`config.mk`:
```
export PLATFORM = sky130hd
export DESIGN_NAME = io_controller
export DESIGN_NICKNAME = d
export VERILOG_FILES = /design/src/rtl/io_controller.sv
export SDC_FILE = /design/constraint.sdc
export NUM_CORES = 1
export LEC_CHECK = 0
export BUFFER_PORTS_ARGS = -buffer_cell sky130_fd_sc_hd__clkbuf_2
export CAP_MARGIN = 20
export CORE_UTILIZATION = 40
export CTS_CLUSTER_DIAMETER = 200
export DETAILED_ROUTE_END_ITERATION = 8
export HOLD_SLACK_MARGIN = 0.08
export MAX_ROUTING_LAYER = met4
export PLACE_DENSITY = 0.73
export RECOVER_POWER = 100
export SLEW_MARGIN = 20
export SYNTH_ARGS = -nofsm -noshare
export SYNTH_HDL_FRONTEND = slang
export SYNTH_SLANG_ARGS = --single-unit
```
`constraint.sdc`:
```
create_clock -name clock_i -period 1.4 [get_ports clock_i]
set_input_delay 0.28 -clock clock_i [delete_from_list [all_inputs] [get_ports clock_i]]
set_output_delay 0.28 -clock clock_i [all_outputs]
set_load 0.03 [all_outputs]
```
`src/rtl/io_controller.sv`:
```
`default_nettype none
// ----------------------------------------------------------------------------
// io_controller : stalls the control unit for a debounced user IN, latches OUT
// Revision 1.0
// ----------------------------------------------------------------------------
module io_controller #(
  parameter int DEBOUNCE_CYCLES = 4
) (
  input  logic        clock_i,
  input  logic        reset_i,
  input  logic        inReq_i,
  input  logic        outReq_i,
  input  logic [31:0] regData_i,
  input  logic [15:0] switches_i,
  input  logic        button_i,
  output logic        interruption_o,
  output logic [31:0] dataIn_o,
  output logic [31:0] display_o,
  output logic        displayValid_o,
  output logic        ledWait_o
);

  localparam int CNT_W = (DEBOUNCE_CYCLES > 1) ? $clog2(DEBOUNCE_CYCLES) : 1;
  localparam logic [CNT_W-1:0] c_CNT_MAX = CNT_W'(DEBOUNCE_CYCLES - 1);

  typedef enum logic [1:0] {
    ST_IDLE         = 2'd0,
    ST_WAIT_PRESS   = 2'd1,
    ST_WAIT_RELEASE = 2'd2,
    ST_COMMIT       = 2'd3
  } state_t;

  state_t           state_q, state_d;
  logic [1:0]       sync_q;
  logic             deb_q, deb_d;
  logic [CNT_W-1:0] cnt_q, cnt_d;
  logic [31:0]      data_in_q, data_in_d;
  logic [31:0]      display_q, display_d;
  logic             valid_q, valid_d;
  logic             w_deb_rise, w_deb_fall;
  logic             w_stall;

  // Count consecutive disagreement; the final count cycle flips the level.
  always_comb begin
    deb_d = deb_q;
    cnt_d = '0;
    if (sync_q[1] != deb_q) begin
      if (cnt_q == c_CNT_MAX) begin
        deb_d = ~deb_q;
      end else begin
        cnt_d = cnt_q + CNT_W'(1);
      end
    end
  end

  // Edges are taken from the next debounced level so acceptance lands on the same edge.
  assign w_deb_rise = ~deb_q & deb_d;
  assign w_deb_fall = deb_q & ~deb_d;

  always_comb begin
    state_d   = state_q;
    data_in_d = data_in_q;
    display_d = display_q;
    valid_d   = valid_q;
    case (state_q)
      ST_IDLE: begin
        if (inReq_i) begin
          state_d = ST_WAIT_PRESS;
        end else if (outReq_i) begin
          display_d = regData_i;
          valid_d   = 1'b1;
        end
      end
      ST_WAIT_PRESS: begin
        if (w_deb_rise) begin
          data_in_d = {16'h0000, switches_i};
          state_d   = ST_WAIT_RELEASE;
        end
      end
      ST_WAIT_RELEASE: begin
        if (w_deb_fall) begin
          state_d = ST_COMMIT;
        end
      end
      ST_COMMIT: begin
        state_d = ST_IDLE;
      end
      default: begin
        state_d = ST_IDLE;
      end
    endcase
  end

  always_comb begin
    w_stall = (state_q == ST_WAIT_PRESS) || (state_q == ST_WAIT_RELEASE);
  end

  always_ff @(posedge clock_i) begin
    if (reset_i) begin
      state_q   <= ST_IDLE;
      sync_q    <= 2'b00;
      deb_q     <= 1'b0;
      cnt_q     <= '0;
      data_in_q <= 32'h0;
      display_q <= 32'h0;
      valid_q   <= 1'b0;
    end else begin
      state_q   <= state_d;
      sync_q    <= {sync_q[0], button_i};
      deb_q     <= deb_d;
      cnt_q     <= cnt_d;
      data_in_q <= data_in_d;
      display_q <= display_d;
      valid_q   <= valid_d;
    end
  end

  assign interruption_o = w_stall;
  assign ledWait_o      = w_stall;
  assign dataIn_o       = data_in_q;
  assign display_o      = display_q;
  assign displayValid_o = valid_q;

endmodule
`default_nettype wire

```
Word level (Yosys, flattened, before mapping)

Index checks and enable logic that the tools add are counted.

Add/subtract/negate cells: 1
Eq/ne operators: 8
Multiplexer cells: 6
Bitwise operators: 6
Reduce and logical (&&, ||, !) cells: 6

Operators with widths:

| kind                | count |
|---|---|
| $pmux 2 s4          | 1 |
| $eq 2x2->1 const B  | 3 |
| $mux 2              | 3 |
| $ne 2x2->1 const B  | 3 |
| $reduce_and 3->1    | 2 |
| $not 1->1           | 4 |
| $reduce_or 3->1     | 1 |
| $add 2x1->2 const B | 1 |
| $and 1x1->1         | 2 |
| $eq 2x1->1 const B  | 1 |
| $logic_not 2->1     | 1 |
| $mux 1              | 2 |
| $reduce_and 2->1    | 1 |
| $logic_or 1x1->1    | 1 |
| $ne 1x1->1          | 1 |

Flip-flop bits (word level): 56
Input port bits: 53
Output and inout bits: 67
Logic and storage cells: 34

Logic depth before layout (Yosys ltp)

Gate-level depths: netlist of run 1.

Depth after elaboration: 7
Mapped depth: 7
Mapped depth without buffers: 5

Worst setup path after synthesis of run 1

No wires, ideal clock.

Path kind: register to output
From: register state_q[0]
To: output port ledWait_o
Arrival: 1.064 ns
Required time: 1.120 ns
Path slack: 0.056 ns
Stages on the path, launching flop included: 4
Cells stage by stage: dfxtp_1 inv_1 ha_1 buf_4

Longest elaborated chain between the ends: 2

RTL lines:

| element                                         | RTL line | source |
|---|---|---|
| start: declaration                              | 33       | `state_t state_q, state_d;` |
| start signal: assignment                        | 108      | `state_q <= state_d;` |
| $eq 2x1->1 / $eq 2x2->1 (equally long branches) | 95       | `w_stall = (state_q == ST_WAIT_PRESS) \|\| (state_q == ST_WAIT_RELEASE);` |
| $logic_or 1x1->1 *                              | 95       |  |
| end: declaration                                | 20       | `output logic ledWait_o` |

Mark *: on every way between the ends. The rest lies on a longest branch, timed or not.

Final worst setup path of run 1

Same ends and word-level chain as after synthesis.

==> results by group, run 1 <==
Power
  • Max VDD drop: approximately 0.76 mV
  • PwrDens: around 1500 nW/um^2
  • P_leak: about 1.2 nW

Timing
  • Final setup skew: approximately 0.0075 ns
  • Slew margin rel.: 0.4834
  • Period utilisation layout: 1.003
  • Final setup fails: 2
  • Worst-Margin Slew: approximately 0.77 ns
  • RSZ-0062 raised after global routing: yes
  • Final setup margin: -0.004887 ns
  • Maximum clock frequency: approximately 700 MHz
  • Max-slew violations: 0
  • Final hold slack: roughly 0.17 ns
  • Post-layout minimum cycle time: 1.405 ns
  • Final hold vios: 0

GRT
  • Overall Global Routing Usage: 0.1717
  • Antenna violations before repair: 0
  • Largest net degree at the start of global routing: 32
  • GRT overflow: 0
  • Vias in the first global route: around 1.7k
  • First-pass GRT wire length: around 7.1 mm

CTS
  • Clk slew on worst S/H paths: around 0.10 ns
  • CTS Buffer Depth: 2
  • Sink Count: 56
  • Num CTS Buffers: 5
  • CTS H-tree depth: 2
  • Worst-skew pair later-pin latency: between 0.3 and 0.4 ns
  • CTS Root Cell: clkbuf_8
  • CTS tree: done

Floorplan
  • Effective utilization at floorplan: 0.4187
  • Die Area: about 5700 um^2
  • Die height: roughly 75 um
  • Row count: 26
  • Die width: 75.35 um
  • Top Ports: 120
  • CORE AREA: approximately 5000 um^2

Placement
  • Dpl hpwl: around 3.4 mm
  • Pre-CTS setup slack: -0.06880 ns
  • # port buffers: just over 100
  • RePlAce Congestion: approximately 0.82

Worst setup path
  • Nature of the critical path startpoint: flop
  • CP arrival: between 1 and 1.5 ns
  • RR Startpoint: state_q[0]
  • Worst EP required: 1.12 ns
  • CP max FO: 3
  • WS Path Type: flop to output pin
  • Crit. Startpoint: state_q[0]
  • Crit. End Element: output pin

Yosys
  • Register area share after synthesis: 0.5209
  • Synth cell types: 23
  • #FFs+latches synth: between 50 and 60
  • Syn_area_per_cell: between 8 and 9 um^2
  • Mapped Cells: roughly 270
  • Yosys warning count: 0
  • Syn Std Cell Area: ~2200 um^2

Layout
  • Fin nets: roughly 430
  • Area Growth Syn to Fin: 32.15%
  • N_diodes: 0
  • # fillers: around 530
  • Layout cells sized above 1: 0.2258

Status
  • Failing checks: negative setup slack
  • Outcome: complete, but fails checks

Job
  • Max Cap Viol: 0

Route
  • Routed Antenna Nets: 0
  • DR vias/cell: 4.473
  • Final WL: around 4.7 mm
  • DR iter-0 viols: 94
  • Avg WL per Cell: 10.68 um
  • Length of the first detailed-routing pass in iterations: 4
  • Drt drc: 0
  • Via Count: 1977

Worst hold path
  • Worst Hold Class: primary input to flop
  • Hold path start: button_i
-- layout make-up --
type                       count  area, um^2  share of cell area
clock buffer                   5       68.82             0.02420
clock inverter                 3       42.54             0.01496
inverter                       5       18.77            0.006599
multi-input combinational    186       904.6              0.3181
sequential                    56        1124              0.3951
tap                           70       87.58             0.03080
timing repair buffer         117       598.1              0.2103
-- metrics by stage --
step | utilization | TNS (ns) | cells | instance area [um^2] | power [W]
after global routing | 0.5533 | -0.9213 | 442 | 2844 | 0.004553
after detailed placement | 0.5299 | -0.8971 | 430 | 2724 | 0.003054
after CTS | 0.5650 | -0.07559 | 441 | 2904 | 0.004322
after global placement | 0.5299 | -0.5592 | 430 | 2724 | 0.003025
after floorplan | - | 0 | 280 | 2208 | 0.002727
final | 0.5533 | -0.008854 | 442 | 2844 | 0.004311
-- power breakdown --
group          switching [W]  total (W)  internal, W
clock               0.000526    0.00106     0.000530
sequential         0.0000702    0.00181      0.00174
combinational       0.000851    0.00145     0.000595
total                0.00145    0.00431      0.00286
-- metal layers --
metal  vias up  track usage  part of all wire  wire length, um
met5         -            -                 0                0
met4         0      0.08230             0.014               67
li1       1022            -                 -                -
met1       865       0.1834              0.44             2083
met3         7      0.04233             0.084              399
met2        83       0.2976              0.46             2172
-- Yosys cell counts --
library cell  instances  area [um^2]
nand2_1              96        360.4
dfxtp_1              56         1121
a21oi_1              48        240.2
buf_4                18        135.1
clkbuf_1              8        30.03
buf_2                 6        30.03
inv_1                 5        18.77
nor2_1                5        18.77
ha_1                  4        50.05
nand3b_1              3        22.52
mux2i_1               2        20.02
nand2b_1              2        12.51
nor2b_1               2        12.51
a211o_1               1        8.760
a222oi_1              1        10.01
and3b_1               1        8.760
and4b_1               1        10.01
clkbuf_2              1        5.000
conb_1                1        3.750
nand4b_1              1        8.760
o211a_1               1        10.01
or3_1                 1        6.260
xnor2_1               1        8.760
-- cell families after synthesis --
logic type | Yosys count | synth area share
other cells | 1 | 0.001743
fa+ha+maj | 4 | 0.02326
flops | 56 | 0.5209
simple gates | 112 | 0.2140
mux | 2 | 0.009303
compound gates | 51 | 0.1250
buf+inv | 38 | 0.1017
xor+xnor | 1 | 0.004071
-- what timing repair did --
action / in CTS / in global routing
hold buffers: 0 / 0
endpoints found under the setup margin: 21 / 22
pin swaps: 3 / 3
resized for setup: 12 / 6
setup buffers: 3 / 1
-- critical path: stages, from the launching register on --
cell and delay, ns:
dfxtp_2 0.35, inv_2 0.06, ha_4 0.29, buf_8 0.12
-- cell usage in the layout (no fill, tap or decap) --
master,netlist,final
clkbuf_1,8,51
bufinv_16,0,1
ha_2,0,1
ha_4,0,2
or3_1,1,1
a222oi_1,1,1
buf_4,18,8
a21oi_2,0,1
nand2b_1,2,2
and3b_2,0,1
ha_1,4,1
dfxtp_1,56,54
xnor2_1,1,1
clkinv_2,0,1
buf_6,0,1
nor2_1,5,5
mux2i_1,2,2
buf_8,0,2
conb_1,1,16
a21oi_1,48,47
clkbuf_2,1,53
o211a_1,1,1
nand2_1,96,96
clkbuf_8,0,5
and4b_4,0,1
a211o_1,1,1
nor2b_1,2,2
nand4b_1,1,1
clkinvlp_4,0,1
inv_2,0,2
buf_12,0,2
inv_1,5,3
dfxtp_2,0,2
nand3b_1,3,3
-- worst paths after layout --
path | to | slack (ns) | cells past startpoint
min reg2reg | sync_q[1] | 0.45 | 1
max reg2reg | dataIn_o[4] | 0.02 | 7
max | ledWait_o | -0.005 | 3
min | sync_q[0] | 0.17 | 2
-- registers in the layout, summed over array words and instances, names as in the netlist --
register        count
cnt_q               2
dataIn_o           16
deb_q               1
displayValid_o      1
display_o          32
state_q             2
sync_q              2
No activity file was read; power rests on OpenSTA's default activity.
==> run 2, diff against run 1 <==
--- a/config.mk
+++ b/config.mk
@@ -7,12 +7,14 @@
 export LEC_CHECK = 0
 export BUFFER_PORTS_ARGS = -buffer_cell sky130_fd_sc_hd__clkbuf_2
 export CAP_MARGIN = 20
-export CORE_UTILIZATION = 40
+export CELL_PAD_IN_SITES_DETAIL_PLACEMENT = 1
+export CELL_PAD_IN_SITES_GLOBAL_PLACEMENT = 1
+export CORE_UTILIZATION = 30
 export CTS_CLUSTER_DIAMETER = 200
 export DETAILED_ROUTE_END_ITERATION = 8
 export HOLD_SLACK_MARGIN = 0.08
 export MAX_ROUTING_LAYER = met4
-export PLACE_DENSITY = 0.73
+export PLACE_DENSITY_LB_ADDON = 0.1
 export RECOVER_POWER = 100
 export SLEW_MARGIN = 20
 export SYNTH_ARGS = -nofsm -noshare
==> run 2 against run 1 <==
Compared with the run above:
- the run still ends with negative setup slack left
- clock power barely moved
- register-to-register slack better by 0.04 ns
- non-clock buffer count is 5 lower
- combinational power is 6% lower
- clock skew increased by 0.0042 ns
- core utilization down 14 points
- total power fell by 1.4%
- sequential cell count unchanged
- sequential share of layout area rose by 0.35 points
- sequential power hardly changed
- clock-buffer cell count is 1 higher
- critical endpoint is now interruption_o
==> results by group, run 2 (synthesis results as in run 1) <==
Status
  • Outcome: complete, but fails checks (unchanged)
  • Failing checks: negative setup slack (unchanged)

Power
  • NetSw: 0.001446 W (was 0.001447 W)
  • Clock power share: 0.253 (was 0.245)
  • P_leak: 1.131 nW (was 1.152 nW)
  • Max VDD drop: 0.4630 mV (was 0.7618 mV)
  • PwrDens: 1508 nW/um^2 (was 1516 nW/um^2)
  • Pint: 0.002805 W (was 0.002863 W)
  • Net Sw Frac: 0.3402 (was 0.3358)
  • Combinational share of power: 0.320 (was 0.336)
  • Flop pwr share: 0.426 (was 0.420)
  • Total power: 0.004251 W (was 0.004311 W)

Layout
  • N_diodes: 0 (unchanged)
  • Max reg flops: 32 (unchanged)
  • Final cell utilization of the core: 0.4104 (was 0.5533)
  • Area Growth Syn to Fin: 30.99% (was 32.15%)
  • FF+latch area: 1124 um^2 (unchanged)
  • Layout cells sized above 1: 0.2016 (was 0.2258)
  • Final instance area: 2819 um^2 (was 2844 um^2)
  • Fin nets: 423 (was 428)
  • # fillers: 897 (was 533)
  • Most common cell after layout, fill and taps aside: nand2_1 (unchanged)
  • Multi-input logic area: 882.1 um^2 (was 904.6 um^2)
  • Commonest cells after routing, fill and taps aside: nand2_1 (96), dfxtp_1 (54), clkbuf_1 (52), clkbuf_2 (52), a21oi_1 (48) (was nand2_1 (96), dfxtp_1 (54), clkbuf_2 (53))

CTS
  • Sink Count: 56 (unchanged)
  • Clk slew on worst S/H paths: 0.10 ns (about the same)
  • CTS Root Cell: clkbuf_8 (unchanged)
  • Num CTS Buffers: 5 (unchanged)
  • CTS tree: done (unchanged)
  • CTS H-tree depth: 2 (unchanged)
  • Worst-skew pair later-pin latency: 0.31 ns (about the same)
  • # hold bufs at CTS: 0 (unchanged)
  • CTS Buffer Depth: 2 (unchanged)

Job
  • Max Cap Viol: 0 (unchanged)

Timing
  • Max-slew violations: 0 (unchanged)
  • Post-layout minimum cycle time: 1.409 ns (was 1.405 ns)
  • Slew margin rel.: 0.4354 (was 0.4834)
  • Maximum clock frequency: 709.6 MHz (was 711.8 MHz)
  • Period utilisation layout: 1.007 (was 1.003)
  • Final setup skew: 0.01167 ns (was 0.007461 ns)
  • Final setup margin: -0.009176 ns (was -0.004887 ns)
  • Final setup fails: 2 (unchanged)
  • Worst-Margin Slew: 0.8469 ns (was 0.7749 ns)
  • Final hold vios: 0 (unchanged)
  • RSZ-0062 raised after global routing: yes (unchanged)

Route
  • Avg WL per Cell: 11.80 um (was 10.68 um)
  • Routed Antenna Nets: 0 (unchanged)
  • DR iter-0 viols: 52 (was 94)
  • Via Count: 1995 (was 1977)
  • DR vias/cell: 4.309 (was 4.473)
  • Drt drc: 0 (unchanged)
  • Final WL: 5.463 mm (was 4.722 mm)
  • Length of the first detailed-routing pass in iterations: 4 (unchanged)

Floorplan
  • Die height: 86.70 um (was 75.35 um)
  • CORE AREA: 6869 um^2 (was 5140 um^2)
  • Row count: 30 (was 26)
  • Top Ports: 120 (unchanged)
  • Effective utilization at floorplan: 0.3133 (was 0.4187)
  • Die Area: 7516 um^2 (was 5678 um^2)
  • Die width: 86.70 um (was 75.35 um)

Worst setup path
  • CP arrival: 1.13 ns (was 1.12 ns)
  • Crit. End Element: output pin (unchanged)
  • Nature of the critical path startpoint: flop (unchanged)
  • CP max FO: 3 (unchanged)
  • WS Path Type: flop to output pin (unchanged)
  • Worst EP required: 1.12 ns (about the same)
  • Flop-to-flop setup slack: 0.06 ns (was 0.02 ns)

Placement
  • Placed instance area: 2759 um^2 (was 2724 um^2)
  • # port buffers: 103 (unchanged)
  • Dpl hpwl: 3.913 mm (was 3.359 mm)
  • RePlAce Congestion: 0.7080 (was 0.8199)

Worst hold path
  • Worst Hold Class: primary input to flop (unchanged)

GRT
  • Largest net degree at the start of global routing: 41 (was 32)
  • Overall Global Routing Usage: 0.1480 (was 0.1717)
  • First-pass GRT wire length: 8.397 mm (was 7.134 mm)
  • GRT overflow: 0 (unchanged)
  • Vias in the first global route: 1738 (was 1687)
  • Antenna violations before repair: 0 (unchanged)
run 2: changes by cell type in the layout (fill, tap and decap cells not counted), sizes merged:
cell      delta
buf          -4
clkinv       -1
clkinvlp     -1
inv          +1
run 2: metal layers:
| layer | track usage | wire length (um) | vias to the layer above |
|---|---|---|---|
| met1 | 0.1870 | 2572 | 890 |
| met5 | - | 0 | - |
| met2 | 0.2273 | 2445 | 81 |
| met4 | 0.05909 | 68 | 0 |
| met3 | 0.03619 | 377 | 7 |
| li1 | - | - | 1017 |
run 2: final timing paths:
check | start | to | cells after the start
setup / recovery | state_q[0] | interruption_o | 3
hold / removal | regData_i[29] | display_o[29] | 3
setup reg to reg | cnt_q[0] | state_q[1] | 5
hold reg to reg | cnt_q[0] | cnt_q[0] | 1
run 2: cell type report:
class                           count  area share
Clock buffer                        6     0.02574
Clock inverter                      2     0.01376
Timing Repair Buffer              112      0.1997
Sequential cell                    56      0.3986
Inverter                            5    0.006658
Multi-Input combinational cell    186      0.3129
Tap cell                           96     0.04261
run 2: critical path, cell delays in order (launching register included):
cell     delay [ns]
dfxtp_2        0.36
inv_2          0.06
ha_4           0.29
buf_8          0.12
run 2: power by group through the flow:
stage               clock [W]  sequential (W)  combinational (W)
global placement            0         0.00184            0.00118
finish                0.00108         0.00181            0.00136
global route          0.00117         0.00183            0.00148
detailed placement          0         0.00184            0.00121
CTS                   0.00113         0.00181            0.00139
floorplan                   0         0.00206           0.000670
run 2: repair_timing:
item	in CTS	in global routing
gates resized for setup	9	5
setup buffers	2	0
setup endpoints to repair	4	8
pin swaps	2	2
hold endpoints to repair	0	0
run 2: per-stage QoR:
| step | worst slack (ns) | TNS [ns] | hold slack [ns] | cells |
|---|---|---|---|---|
| floorplan | 0.05618 | 0 | 0.3974 | 280 |
| global placement | 0.04314 | 0 | 0.4070 | 453 |
| detailed placement | -0.03620 | -0.03620 | 0.4159 | 453 |
| CTS | -0.04430 | -0.08841 | 0.1603 | 463 |
| global route | -0.06108 | -0.3607 | 0.1650 | 463 |
| finish | -0.009176 | -0.01725 | 0.1725 | 463 |
==> run 3, diff against run 2 <==
--- a/config.mk
+++ b/config.mk
@@ -14,7 +14,7 @@
 export DETAILED_ROUTE_END_ITERATION = 8
 export HOLD_SLACK_MARGIN = 0.08
 export MAX_ROUTING_LAYER = met4
-export PLACE_DENSITY_LB_ADDON = 0.1
+export PLACE_DENSITY_LB_ADDON = 0.3
 export RECOVER_POWER = 100
 export SLEW_MARGIN = 20
 export SYNTH_ARGS = -nofsm -noshare
==> run 3 against run 2 <==
Compared with the run above:
- combinational power hardly changed
- critical path depth stayed put
- clock power decreased by 23%
- wire length increased by 1.4%
- sequential power about the same
- first-iteration DRC count is 7.7% lower
- the flow still finishes with violations (negative setup slack)
==> results by group, run 3 (synthesis results as in run 1) <==
Status
  • Outcome: complete, but fails checks (unchanged)
  • Failing checks: negative setup slack (unchanged)

CTS
  • CTS Root Cell: clkbuf_8 (unchanged)
  • CTS Buffer Depth: 2 (unchanged)
  • Worst-skew pair later-pin latency: 0.30 ns (was 0.31 ns)
  • Clk slew on worst S/H paths: 0.09 ns (was 0.10 ns)
  • CTS H-tree depth: 2 (unchanged)
  • CTS tree: done (unchanged)
  • # hold bufs at CTS: 0 (unchanged)
  • Num CTS Buffers: 5 (unchanged)
  • Sink Count: 56 (unchanged)

Power
  • P_leak: 1.142 nW (was 1.131 nW)
  • Total power: 0.004041 W (was 0.004251 W)
  • Max VDD drop: 0.3712 mV (was 0.4630 mV)
  • Pint: 0.002635 W (was 0.002805 W)
  • Combinational share of power: 0.345 (was 0.320)
  • Flop pwr share: 0.448 (was 0.426)
  • PwrDens: 1422 nW/um^2 (was 1508 nW/um^2)
  • Clock power share: 0.207 (was 0.253)
  • Net Sw Frac: 0.3480 (was 0.3402)
  • NetSw: 0.001406 W (was 0.001446 W)

Layout
  • N_diodes: 0 (unchanged)
  • Layout cells sized above 1: 0.2168 (was 0.2016)
  • FF+latch area: 1129 um^2 (was 1124 um^2)
  • Non-Filler Instances: 465 (was 463)
  • # fillers: 897 (unchanged)
  • Fin nets: 426 (was 423)
  • Most common cell after layout, fill and taps aside: nand2_1 (unchanged)
  • Multi-input logic area: 894.6 um^2 (was 882.1 um^2)
  • Commonest cells after routing, fill and taps aside: nand2_1 (96), clkbuf_2 (53), dfxtp_1 (52) (was nand2_1 (96), dfxtp_1 (54), clkbuf_1 (52), clkbuf_2 (52), a21oi_1 (48))
  • Area Growth Syn to Fin: 32.09% (was 30.99%)
  • Final instance area: 2843 um^2 (was 2819 um^2)
  • Max reg flops: 32 (unchanged)

Route
  • Length of the first detailed-routing pass in iterations: 4 (unchanged)
  • Avg WL per Cell: 11.91 um (was 11.80 um)
  • Via Count: 2058 (was 1995)
  • Drt drc: 0 (unchanged)
  • Final WL: 5.537 mm (was 5.463 mm)
  • Routed Antenna Nets: 0 (unchanged)
  • DR iter-0 viols: 48 (was 52)
  • DR vias/cell: 4.426 (was 4.309)

Worst setup path
  • Crit. End Element: output pin (unchanged)
  • CP max FO: 3 (unchanged)
  • WS Path Type: flop to output pin (unchanged)
  • Worst EP required: 1.12 ns (about the same)
  • CP arrival: 1.12 ns (was 1.13 ns)
  • Nature of the critical path startpoint: flop (unchanged)

GRT
  • Met1 Use GR: 0.1612 (was 0.1870)
  • Vias in the first global route: 2031 (was 1738)
  • Met3 usage: 0.05238 (was 0.03619)
  • GRT overflow: 0 (unchanged)
  • Gr busiest metal: met2 (unchanged)
  • Largest net degree at the start of global routing: 33 (was 41)
  • Antenna violations before repair: 0 (unchanged)
  • First-pass GRT wire length: 8.769 mm (was 8.397 mm)
  • Met2 GRT Util: 0.2662 (was 0.2273)
  • Overall Global Routing Usage: 0.1512 (was 0.1480)

Timing
  • Maximum clock frequency: 713.1 MHz (was 709.6 MHz)
  • Period utilisation layout: 1.002 (was 1.007)
  • Final hold vios: 0 (unchanged)
  • Final setup margin: -0.002262 ns (was -0.009176 ns)
  • RSZ-0062 raised after global routing: yes (unchanged)
  • Max-slew violations: 0 (unchanged)
  • Final setup fails: 2 (unchanged)
  • Post-layout minimum cycle time: 1.402 ns (was 1.409 ns)
  • Final hold slack: 0.1880 ns (was 0.1725 ns)
  • Final setup skew: 0.003596 ns (was 0.01167 ns)

Placement
  • Dpl cells: 453 (unchanged)
  • RePlAce Congestion: 0.6528 (was 0.7080)
  • Dpl hpwl: 4.001 mm (was 3.913 mm)
  • Placed instance area: 2746 um^2 (was 2759 um^2)
  • # port buffers: 103 (unchanged)

Floorplan
  • Die Area: 7516 um^2 (unchanged)
  • Row count: 30 (unchanged)
  • Effective utilization at floorplan: 0.3133 (unchanged)
  • CORE AREA: 6869 um^2 (unchanged)
  • Top Ports: 120 (unchanged)
  • Die width: 86.70 um (unchanged)
  • Die height: 86.70 um (unchanged)

Worst hold path
  • Worst Hold Class: primary input to flop (unchanged)

Job
  • Max Cap Viol: 0 (unchanged)
run 3: routing by layer:
layer / up-vias / wire (um)
li1: 1017 / -
met1: 958 / 2339
met2: 79 / 2653
met3: 4 / 507
met4: 0 / 36
met5: - / 0
run 3: final timing paths:
check	startpoint	endpoint	slack, ns	cells past startpoint
setup / recovery	state_q[0]	interruption_o	-0.002	3
hold / removal	regData_i[0]	display_o[0]	0.19	3
hold reg to reg	cnt_q[0]	cnt_q[0]	0.44	1
setup reg to reg	state_q[0]	state_q[1]	0.05	6
run 3: worst max-delay path: stages (launching register included):
cell and delay (ns):
dfxtp_2 0.36, inv_2 0.06, ha_4 0.29, buf_8 0.12
run 3: layout make-up:
class	count	share of cell area
clock inverter	1	0.001761
multi-input combinational	186	0.3147
inverter	5	0.006602
clock buffer	6	0.02553
tap	96	0.04225
timing repair buffer	115	0.2121
sequential	56	0.3970
run 3: power by group through the flow:
stage               sequential (W)  clock (W)  combinational (W)
finish                     0.00181   0.000837            0.00139
global route               0.00183   0.000934            0.00151
CTS                        0.00182   0.000887            0.00142
detailed placement         0.00185          0            0.00120
global placement           0.00184          0            0.00117
floorplan                  0.00206          0           0.000670
run 3: timing repair:
item / CTS / global route
pin swaps: 3 / 4
gates resized for setup: 11 / 5
setup endpoints to repair: 5 / 21
buffers inserted: 5 / 0
run 3: per-stage QoR:
stage / utilization / setup TNS, ns / worst slack, ns
CTS: 0.4233 / -0.07020 / -0.03511
detailed placement: 0.3998 / -0.1093 / -0.07977
global placement: 0.3998 / 0 / 0.02316
finish: 0.4138 / -0.004094 / -0.002262
global route: 0.4138 / -1.078 / -0.06006
floorplan: - / 0 / 0.05618
